[src/rtl/addersub_pkg.sv]
// rtl/addersub_pkg.sv - shared state and opcode types for the adder/subtractor arbiter
package addersub_pkg;

   typedef enum logic [1:0] {
      IDLE = 2'd0,
      EXEC = 2'd1,
      DONE = 2'd2
   } arb_state_t;

   typedef enum logic {
      OP_ADD = 1'b0,
      OP_SUB = 1'b1
   } op_e;

endpackage

[src/rtl/addersub_arbiter_if.sv]
// rtl/addersub_arbiter_if.sv - two requester ports and one result port; ADDERSUB_OVF_EN adds res_ovf
interface addersub_arbiter_if #(
   parameter int N = 4
);
   logic         req0_valid;
   logic         req0_ready;
   logic [N-1:0] req0_a;
   logic [N-1:0] req0_b;
   logic         req0_cin;
   logic         req0_sub;

   logic         req1_valid;
   logic         req1_ready;
   logic [N-1:0] req1_a;
   logic [N-1:0] req1_b;
   logic         req1_cin;
   logic         req1_sub;

   logic         res_valid;
   logic         res_ready;
   logic [N-1:0] res_s;
   logic         res_cout;
   logic         res_id;
`ifdef ADDERSUB_OVF_EN
   logic         res_ovf;
`endif

   modport slave (
      input  req0_valid, req0_a, req0_b, req0_cin, req0_sub,
      output req0_ready,
      input  req1_valid, req1_a, req1_b, req1_cin, req1_sub,
      output req1_ready,
      input  res_ready,
      output res_valid, res_s, res_cout, res_id
`ifdef ADDERSUB_OVF_EN
      , output res_ovf
`endif
   );

   modport master (
      output req0_valid, req0_a, req0_b, req0_cin, req0_sub,
      input  req0_ready,
      output req1_valid, req1_a, req1_b, req1_cin, req1_sub,
      input  req1_ready,
      output res_ready,
      input  res_valid, res_s, res_cout, res_id
`ifdef ADDERSUB_OVF_EN
      , input res_ovf
`endif
   );

endinterface

[src/rtl/rr_arbiter2.sv]
// rtl/rr_arbiter2.sv - combinational two-way round-robin grant; a lone requester always wins
module rr_arbiter2 (
   input  logic       i_valid0,
   input  logic       i_valid1,
   input  logic       i_ptr,
   output logic [1:0] o_grant
);

   // i_ptr only breaks ties when both requesters are valid
   assign o_grant[0] = i_valid0 & (~i_valid1 | ~i_ptr);
   assign o_grant[1] = i_valid1 & (~i_valid0 |  i_ptr);

endmodule

[src/rtl/addersub_arbiter.sv]
// rtl/addersub_arbiter.sv - shared N-bit add/sub datapath for two requesters, IDLE/EXEC/DONE FSM
// Optional signed overflow output enabled by ADDERSUB_OVF_EN.
module addersub_arbiter
   import addersub_pkg::*;
#(
   parameter int N = 4
) (
   input logic               clk,
   input logic               rst,
   addersub_arbiter_if.slave bus
);

   arb_state_t   r_state;
   logic         r_ptr;
   logic [N-1:0] r_a;
   logic [N-1:0] r_b;
   logic         r_cin;
   op_e          r_op;
   logic         r_id;
   logic [N-1:0] r_s;
   logic         r_cout;
   logic         r_res_id;
   logic         r_res_valid;

   logic [1:0]   w_grant;
   logic         w_idle;
   logic [N-1:0] w_b_eff;
   logic [N:0]   w_sum;

   rr_arbiter2 u_rr_arbiter2 (
      .i_valid0 (bus.req0_valid),
      .i_valid1 (bus.req1_valid),
      .i_ptr    (r_ptr),
      .o_grant  (w_grant)
   );

   // ready is forced low while reset is asserted even though the state already reads IDLE
   assign w_idle         = (r_state == IDLE) && !rst;
   assign bus.req0_ready = w_idle && w_grant[0];
   assign bus.req1_ready = w_idle && w_grant[1];

   assign w_b_eff = (r_op == OP_SUB) ? ~r_b : r_b;
   assign w_sum   = {1'b0, r_a} + {1'b0, w_b_eff} + {{N{1'b0}}, r_cin};

   assign bus.res_valid = r_res_valid;
   assign bus.res_s     = r_s;
   assign bus.res_cout  = r_cout;
   assign bus.res_id    = r_res_id;

`ifdef ADDERSUB_OVF_EN
   logic r_ovf;
   logic w_ovf;
   assign w_ovf       = (r_a[N-1] == w_b_eff[N-1]) && (w_sum[N-1] != r_a[N-1]);
   assign bus.res_ovf = r_ovf;
`endif

   always_ff @(posedge clk or posedge rst) begin
      if (rst) begin
         r_state     <= IDLE;
         r_ptr       <= 1'b0;
         r_a         <= '0;
         r_b         <= '0;
         r_cin       <= 1'b0;
         r_op        <= OP_ADD;
         r_id        <= 1'b0;
         r_s         <= '0;
         r_cout      <= 1'b0;
         r_res_id    <= 1'b0;
         r_res_valid <= 1'b0;
`ifdef ADDERSUB_OVF_EN
         r_ovf       <= 1'b0;
`endif
      end else begin
         case (r_state)
            IDLE: begin
               if (w_grant != 2'b00) begin
                  r_id    <= w_grant[1];
                  r_a     <= w_grant[1] ? bus.req1_a   : bus.req0_a;
                  r_b     <= w_grant[1] ? bus.req1_b   : bus.req0_b;
                  r_cin   <= w_grant[1] ? bus.req1_cin : bus.req0_cin;
                  r_op    <= op_e'(w_grant[1] ? bus.req1_sub : bus.req0_sub);
                  r_state <= EXEC;
               end
            end
            EXEC: begin
               r_s         <= w_sum[N-1:0];
               r_cout      <= w_sum[N];
               r_res_id    <= r_id;
               r_res_valid <= 1'b1;
`ifdef ADDERSUB_OVF_EN
               r_ovf       <= w_ovf;
`endif
               r_state     <= DONE;
            end
            DONE: begin
               if (bus.res_ready) begin
                  r_res_valid <= 1'b0;
                  r_ptr       <= ~r_res_id;
                  r_state     <= IDLE;
               end
            end
            default: r_state <= IDLE;
         endcase
      end
   end

endmodule

[src/flat_wrapper.sv]
// flat-port wrapper written by rule: the top's interface ports become plain ports
module addersub_arbiter_flat import addersub_pkg::*;
#(
   parameter int N = 4
)
  (clk, rst, bus_req0_valid, bus_req0_a, bus_req0_b, bus_req0_cin, bus_req0_sub, bus_req0_ready, bus_req1_valid, bus_req1_a, bus_req1_b, bus_req1_cin, bus_req1_sub, bus_req1_ready, bus_res_ready, bus_res_valid, bus_res_s, bus_res_cout, bus_res_id);
  addersub_arbiter_if #(.N(N)) bus_i ();
  input logic clk;
  input logic rst;
  input wire logic [$bits(bus_i.req0_valid)-1:0] bus_req0_valid;
  input wire logic [$bits(bus_i.req0_a)-1:0] bus_req0_a;
  input wire logic [$bits(bus_i.req0_b)-1:0] bus_req0_b;
  input wire logic [$bits(bus_i.req0_cin)-1:0] bus_req0_cin;
  input wire logic [$bits(bus_i.req0_sub)-1:0] bus_req0_sub;
  output wire logic [$bits(bus_i.req0_ready)-1:0] bus_req0_ready;
  input wire logic [$bits(bus_i.req1_valid)-1:0] bus_req1_valid;
  input wire logic [$bits(bus_i.req1_a)-1:0] bus_req1_a;
  input wire logic [$bits(bus_i.req1_b)-1:0] bus_req1_b;
  input wire logic [$bits(bus_i.req1_cin)-1:0] bus_req1_cin;
  input wire logic [$bits(bus_i.req1_sub)-1:0] bus_req1_sub;
  output wire logic [$bits(bus_i.req1_ready)-1:0] bus_req1_ready;
  input wire logic [$bits(bus_i.res_ready)-1:0] bus_res_ready;
  output wire logic [$bits(bus_i.res_valid)-1:0] bus_res_valid;
  output wire logic [$bits(bus_i.res_s)-1:0] bus_res_s;
  output wire logic [$bits(bus_i.res_cout)-1:0] bus_res_cout;
  output wire logic [$bits(bus_i.res_id)-1:0] bus_res_id;
  assign bus_i.req0_valid = bus_req0_valid;
  assign bus_i.req0_a = bus_req0_a;
  assign bus_i.req0_b = bus_req0_b;
  assign bus_i.req0_cin = bus_req0_cin;
  assign bus_i.req0_sub = bus_req0_sub;
  assign bus_req0_ready = bus_i.req0_ready;
  assign bus_i.req1_valid = bus_req1_valid;
  assign bus_i.req1_a = bus_req1_a;
  assign bus_i.req1_b = bus_req1_b;
  assign bus_i.req1_cin = bus_req1_cin;
  assign bus_i.req1_sub = bus_req1_sub;
  assign bus_req1_ready = bus_i.req1_ready;
  assign bus_i.res_ready = bus_res_ready;
  assign bus_res_valid = bus_i.res_valid;
  assign bus_res_s = bus_i.res_s;
  assign bus_res_cout = bus_i.res_cout;
  assign bus_res_id = bus_i.res_id;
  addersub_arbiter #(.N(N)) u_core (.clk(clk), .rst(rst), .bus(bus_i));
endmodule
[config.mk]
export PLATFORM = sky130hd
export DESIGN_NAME = addersub_arbiter_flat
export DESIGN_NICKNAME = d
export VERILOG_FILES = /design/src/rtl/addersub_pkg.sv /design/src/rtl/addersub_arbiter_if.sv /design/src/rtl/rr_arbiter2.sv /design/src/rtl/addersub_arbiter.sv /design/src/flat_wrapper.sv
export SDC_FILE = /design/constraint.sdc
export NUM_CORES = 1
export LEC_CHECK = 0
export BUFFER_PORTS_ARGS = -buffer_cell sky130_fd_sc_hd__buf_2
export CAP_MARGIN = 20
export CORE_UTILIZATION = 51
export CTS_CLUSTER_SIZE = 40
export DETAILED_ROUTE_END_ITERATION = 16
export PLACE_DENSITY = 0.77
export SLEW_MARGIN = 20
export SYNTH_ARGS = -nofsm -noshare
export SYNTH_HDL_FRONTEND = slang
export SYNTH_HIERARCHICAL = 1
export SYNTH_SLANG_ARGS = --single-unit
[constraint.sdc]
create_clock -name clk -period 2.6 [get_ports clk]
set_clock_uncertainty 0.1 [all_clocks]
set_input_delay 0.13 -clock clk [delete_from_list [all_inputs] [get_ports clk]]
set_output_delay 0.13 -clock clk [all_outputs]
set_load 0.005 [all_outputs]
==> run summary, run 1 <==
first-pass GRT wire length -> 3800 um
num rows -> 17
core area -> 0.00223 sq mm
largest net degree at the start of global routing -> 23
achievable frequency -> 491 MHz
crit path cell chain -> xnor2_1 > fa_1 > inv_1 > fa_1 > a21o_1 > a21oi_1 > o21ai_0
layer with the highest usage -> met2
filler instances -> 179
sw frac -> 0.395
critical path type -> reg2reg
crit-path max FO -> 5
RSZ-0062 raised after global routing -> no
vias per inst -> 5.17
Most common cell on crit path -> fa_1
CTS tree -> built
Cell variety after synth -> 29
most common cell in the synthesized netlist -> dfrtp_1
reported net switching power -> 725 uW
top cell type's share of synthesized area -> 0.429
met2 usage -> 0.351
Final Wtd Congestion -> 0.816
Leakage -> 0.000731 uW
CP max stage cell -> dfrtp_1
DRC -> 0
Final WS setup -> 0.564 ns
Post-Syn Instances -> 97
Reg power frac -> 0.344
commonest cells in the netlist -> dfrtp_1 (21), mux2_4 (13), inv_1 (8)
Routed Antenna Nets -> 0
Fin. Hold Viols -> 0
clock slew at reported path FFs -> 0.12 ns
die area -> 0.00260 sq mm
Yosys top cell by area -> dfrtp_1
Synth Register Bits -> 21
CTS root buf -> clkbuf_4
most used flip-flop cell after synthesis -> dfrtp_1
Post-CTS Setup Bufs -> 0
reg2reg setup slack -> 0.56 ns
Boundary Pins -> 34
clock network fraction of total power -> 0.087
Worst-Margin Slew -> 0.416 ns
Slew Viols, Final -> 0
# setup viols final -> 0
Congestion Overflow GR -> 0
Post-synth EDFFs -> 0
via count of the first global-routing pass -> 875
ant diodes -> 0
pre-CTS setup slack -> 0.610 ns
Resized Gates After CTS -> 0
start of the worst register-to-register path -> u_core/r_op
area grow syn2layout -> 18.6%
Hold Crit Class -> in2reg
largest delay contributor family on the critical path -> adder cells
clk_lat worst skew -> 0.31 ns
WHS Path Cells -> 3
Max Cap Viol -> 0
Critical Path RT -> 2.69 ns
# clock sinks -> 21
clk buf depth -> 2
setup TNS -> 0 ns
CP Capture Type -> register
nets -> 165
grt met3 use -> 0.0298
CTS buffer count -> 3
crit path time final -> 2.04 ns
Syn Nets -> 127
power density over the cells -> 1260 mW/mm^2
share of cells above drive strength 1 -> 0.478
Die Wd -> 51.0 um
yosys warns -> 6
hold path start -> bus_req0_cin
Logic pwr share -> 0.569
htree depth -> 1
Worst Hold Path EP -> u_core/r_cin
Worst slew margin -> 0.723
period utilization -> 0.783
Peak VDD IR -> 0.739 mV
Vias -> 838
Syn Area/Cell -> 12.6 sq um
hold buffers post-CTS -> 2
crit start category -> register
Worst EP arrival -> 2.12 ns
dpl hpwl -> 1760 um
Initial DRC Count -> 11
GRT met1 Usage -> 0.237
R2R Path End -> u_core/bus.res_cout
FF-to-FF path depth -> 7
Synth area leaders -> dfrtp_1 (43%), mux2_4 (16%), mux2_2 (4.6%), fa_1 (3.3%), mux2i_1 (3.3%)
Hold Slack -> 0.0487 ns
critical path buffer and inverter count -> 1
initial antenna violation count -> 0
Port Buf Inserts -> 33
async set-reset flop share out of synthesis -> 1.00
slowest stage delay, CP -> 0.48 ns
Internal -> 1110 uW
Seq/Total Area, Yosys -> 0.429
Avg WL per Cell -> 14.2 um
GRT Util Overall -> 0.208
Die Span Y -> 51.0 um
Routed Wire Length -> 2300 um
starting density of the core -> 0.548
status -> finished, final reports clean
Post-Syn Area -> 0.00122 sq mm
DR pass1 iterations -> 4
cell families after synthesis:
group	after synthesis	share of synthesized area
AOI/OAI and AO/OA	15	0.0960
muxes	22	0.238
buffers and inverters	12	0.0521
adders and majority gates	5	0.0633
xor gates and xnor gates	5	0.0358
DFF	21	0.429
and+or+nand+nor	17	0.0858
worst max-delay path by stage:
stage                            from                   to  slack, ns  cells past startpoint
after floorplan           u_core/r_op  u_core/bus.res_s[1]       0.64                      6
after global placement    u_core/r_op  u_core/bus.res_s[1]       0.68                      5
after CTS                 u_core/r_op  u_core/bus.res_cout       0.59                      7
final                     u_core/r_op  u_core/bus.res_cout       0.56                      7
after detailed placement  u_core/r_op  u_core/bus.res_cout       0.61                      7
after global routing      u_core/r_op  u_core/bus.res_cout       0.47                      7
final cells by class:
type                            count  area (sq um)  share of cell area
Timing Repair Buffer               37           200               0.138
Multi-Input combinational cell     64           636               0.438
Inverter                            8          30.0              0.0207
Clock buffer                        4          26.3              0.0181
Tap cell                           28          35.0              0.0241
Sequential cell                    21           526               0.362
metrics by stage:
step	util	cells	power, uW	area, sq um
floorplan	-	97	1440	1220
global route	0.650	162	1980	1450
finish	0.650	162	1840	1450
CTS	0.650	162	1840	1450
detailed placement	0.630	156	1680	1410
global placement	0.630	156	1600	1410
metal layers:
layer  vias to the layer above  part of all wire  wire length, um
li1                        409                 -                -
met1                       387              0.43              984
met2                        34              0.49             1140
met3                         8             0.043               98
met4                         0             0.035               81
met5                         -                 0                0
tightest hold or removal path, stage by stage:
cell and delay [ns]:
buf_2 0.08, mux2i_1 0.06, mux2i_1 0.15
flip-flops by register name (all words and copies together) (netlist names):
register,cells
u_core/r_id,1
u_core/r_state,2
u_core/r_op,1
u_core/r_ptr,1
u_core/bus.res_valid,1
u_core/r_cin,1
u_core/bus.res_cout,1
u_core/r_b,4
u_core/r_a,4
u_core/bus.res_id,1
u_core/bus.res_s,4
cell usage in the layout, fill, tap and decap left out, drive strengths merged, types with 2 or more instances in the layout:
master	count
mux2i	4
inv	8
a21oi	3
clkbuf	4
nand3b	2
fa	2
nor2	2
buf	35
a21boi	2
xnor2	2
xor2	3
ha	3
nand2b	2
nand2	6
mux2	18
and4bb	2
dfrtp	21
dlygate4sd3	2
o21ai	5
power groups by stage:
| stage | Clock (uW) | Combinational, uW | Sequential [uW] |
|---|---|---|---|
| finish | 160 | 1040 | 631 |
| global route | 179 | 1140 | 656 |
| CTS | 166 | 1040 | 633 |
| detailed placement | 0 | 1040 | 641 |
| global placement | 0 | 972 | 630 |
| floorplan | 0 | 843 | 601 |
No activity file was read; power rests on OpenSTA's default activity.
==> run 2, diff against run 1 <==
--- a/config.mk
+++ b/config.mk
@@ -7,10 +7,11 @@
 export LEC_CHECK = 0
 export BUFFER_PORTS_ARGS = -buffer_cell sky130_fd_sc_hd__buf_2
 export CAP_MARGIN = 20
-export CORE_UTILIZATION = 51
+export CORE_ASPECT_RATIO = 0.5
+export CORE_UTILIZATION = 46
 export CTS_CLUSTER_SIZE = 40
 export DETAILED_ROUTE_END_ITERATION = 16
-export PLACE_DENSITY = 0.77
+export PLACE_DENSITY = 0.73
 export SLEW_MARGIN = 20
 export SYNTH_ARGS = -nofsm -noshare
 export SYNTH_HDL_FRONTEND = slang
==> constraint.sdc (replaced) <==
create_clock -name clk -period 1.79 [get_ports clk]
set_clock_uncertainty 0.1 [all_clocks]
set_input_delay 0.0895 -clock clk [delete_from_list [all_inputs] [get_ports clk]]
set_output_delay 0.0895 -clock clk [all_outputs]
set_load 0.005 [all_outputs]
==> run 2 against run 1 <==
The run now ends with setup timing left. Sequential power up 43%. First-iteration DRC count rose to 3.9 times the previous value. Flip-flop and latch count unchanged. Register-to-register slack worse by 0.66 ns. Worst setup slack worse by 0.66 ns. Cell count up 7.4%. Power up 60%. Routed wire length down 8.4%. Global-route usage down 2.7 points. Sequential share of layout area down 2.3 points. Worst hold slack worse by 0.031 ns. Clock-buffer cell count unchanged. Largest power group unchanged.
==> run summary, run 2 (same netlist as run 1, synthesis figures left out) <==
Die Span Y -> 38.5 um (-25%)
vias per inst -> 4.86 (-6.1%)
CTS tree -> built
violated checks -> setup timing
clk_lat worst skew -> 0.26 ns (-0.05 ns)
starting density of the core -> 0.520 (-0.0288)
initial antenna violation count -> 0 (unchanged)
period utilization -> 1.06 (+0.272)
DR pass1 iterations -> 4 (unchanged)
core area -> 0.00236 sq mm (+5.5%)
slowest stage delay, CP -> 0.42 ns (-0.06 ns)
Final WS setup -> -0.0986 ns (-0.662 ns)
crit start category -> register
Avg WL per Cell -> 12.1 um (-15%)
power density over the cells -> 1900 mW/mm^2 (+50%)
RSZ-0062 raised after global routing -> yes
Routed Antenna Nets -> 0 (unchanged)
Worst EP arrival -> 1.94 ns (-0.18 ns)
via count of the first global-routing pass -> 848 (-3.1%)
Die Wd -> 75.0 um (+47%)
Worst slew margin -> 0.723 (about the same)
CP Capture Type -> register
# clock sinks -> 21 (unchanged)
# setup viols final -> 3 (+3)
Slew Viols, Final -> 0 (unchanged)
Most common cell on crit path -> fa_2
Boundary Pins -> 34 (unchanged)
Critical Path RT -> 1.84 ns (-0.85 ns)
largest net degree at the start of global routing -> 22 (-4.3%)
DRC -> 0 (unchanged)
num rows -> 12 (-5)
clk buf depth -> 2 (unchanged)
Final Wtd Congestion -> 0.781 (-4.2%)
Fin. Hold Viols -> 0 (unchanged)
Max Cap Viol -> 0 (unchanged)
die area -> 0.00289 sq mm (+11%)
critical path type -> reg2reg
nets -> 170 (+3.0%)
Port Buf Inserts -> 33 (unchanged)
first-pass GRT wire length -> 3630 um (-4.5%)
Congestion Overflow GR -> 0 (unchanged)
final non-filler cell area -> 0.00155 sq mm (+6.7%)
share of cells above drive strength 1 -> 0.532 (+0.0548)
status -> finished, violations left
Vias -> 845 (+0.84%)
Hold Crit Class -> in2reg
Routed Wire Length -> 2110 um (-8.4%)
Worst-Margin Slew -> 0.415 ns (-0.000662 ns)
area grow syn2layout -> 26.6%
Post-DP Area -> 0.00145 sq mm (+3.3%)
CTS root buf -> clkbuf_8
CP max stage cell -> dfrtp_1
fin cells -> 174 (+7.4%)
Placed Cells -> 166 (+6.4%)
dpl hpwl -> 1570 um (-11%)
htree depth -> 1 (unchanged)
most common cell after layout, fill and taps aside -> buf_2
crit path cell chain -> xnor2_2 > fa_2 > inv_2 > fa_2 > mux2_2
ant diodes -> 0 (unchanged)
crit-path max FO -> 2 (-3)
achievable frequency -> 529 MHz (+7.8%)
GRT Util Overall -> 0.181 (-0.0268)
Initial DRC Count -> 43 (+32)
crit path time final -> 1.89 ns (-0.148 ns)
CTS buffer count -> 3 (unchanged)
clock slew at reported path FFs -> 0.08 ns (-0.04 ns)
Leakage -> 0.000776 uW (+6.2%)
most frequent cells in the layout -> buf_2 (33), dfrtp_1 (21), mux2_4 (13), inv_1 (7)
Peak VDD IR -> 0.917 mV (+24%)
## run 2: report_power, final
| group | total, uW | switching, uW | internal [uW] |
|---|---|---|---|
| sequential | 902 | 178 | 724 |
| combinational | 1730 | 765 | 964 |
| clock | 313 | 154 | 159 |
## run 2: layout make-up
class | instances | area [sq um]
sequential | 21 | 526
multi-input combinational | 64 | 656
fill | 206 | 807
clock buffer | 4 | 45.0
timing repair buffer | 42 | 250
inverter | 8 | 30.0
tap | 35 | 43.8
## run 2: path summary, 6_finish.rpt
path / from / endpoint / slack [ns] / cells past startpoint
worst min-delay path: bus_req0_cin / u_core/r_cin / 0.02 / 3
worst max register to register: u_core/r_op / u_core/bus.res_s[1] / -0.1 / 5
worst min register to register: u_core/bus.res_cout / u_core/bus.res_cout / 0.38 / 2
min in group asynchronous: rst / u_core/r_b[2] / 0.32 / 4
worst max-delay path: u_core/r_op / u_core/bus.res_s[1] / -0.1 / 5
max in group asynchronous: rst / u_core/bus.res_s[1] / 1.05 / 4
## run 2: worst max-delay path: cells and delay by family, from the launching register on
| family | cells | cell delay (ns) |
|---|---|---|
| fa+ha+maj | 2 | 0.77 |
| mux | 1 | 0.26 |
| xor+xnor | 1 | 0.16 |
| buf+inv | 1 | 0.07 |
| flops | 1 | 0.42 |
## run 2: timing repair
item | CTS | global route
resized for setup | 2 | 2
pin swaps | 2 | 4
setup endpoints to repair | 4 | 4
hold endpoints to repair | 22 | 0
hold buffers | 2 | 0
buffers inserted | 1 | 1
## run 2: metrics by stage
step | TNS, ns | hold WS [ns] | power, uW | utilization | setup WS (ns)
after detailed placement | -0.172 | 0.0619 | 2520 | 0.616 | -0.0888
after CTS | -0.324 | 0.0192 | 2880 | 0.650 | -0.106
after floorplan | -0.188 | -0.0286 | 2130 | - | -0.0940
after global placement | -0.0448 | 0.0587 | 2470 | 0.616 | -0.0318
final | -0.191 | 0.0177 | 2940 | 0.658 | -0.0986
after global routing | -0.434 | 0.0333 | 3210 | 0.658 | -0.157
## run 2: metal layers
layer | vias to the layer above | wire length [um] | GRT usage | share of wire
li1 | 419 | - | - | -
met1 | 404 | 1100 | 0.225 | 0.52
met2 | 20 | 906 | 0.300 | 0.43
met3 | 2 | 81 | 0.0553 | 0.038
met4 | 0 | 21 | 0.0708 | 0.010
met5 | - | 0 | 0 | 0
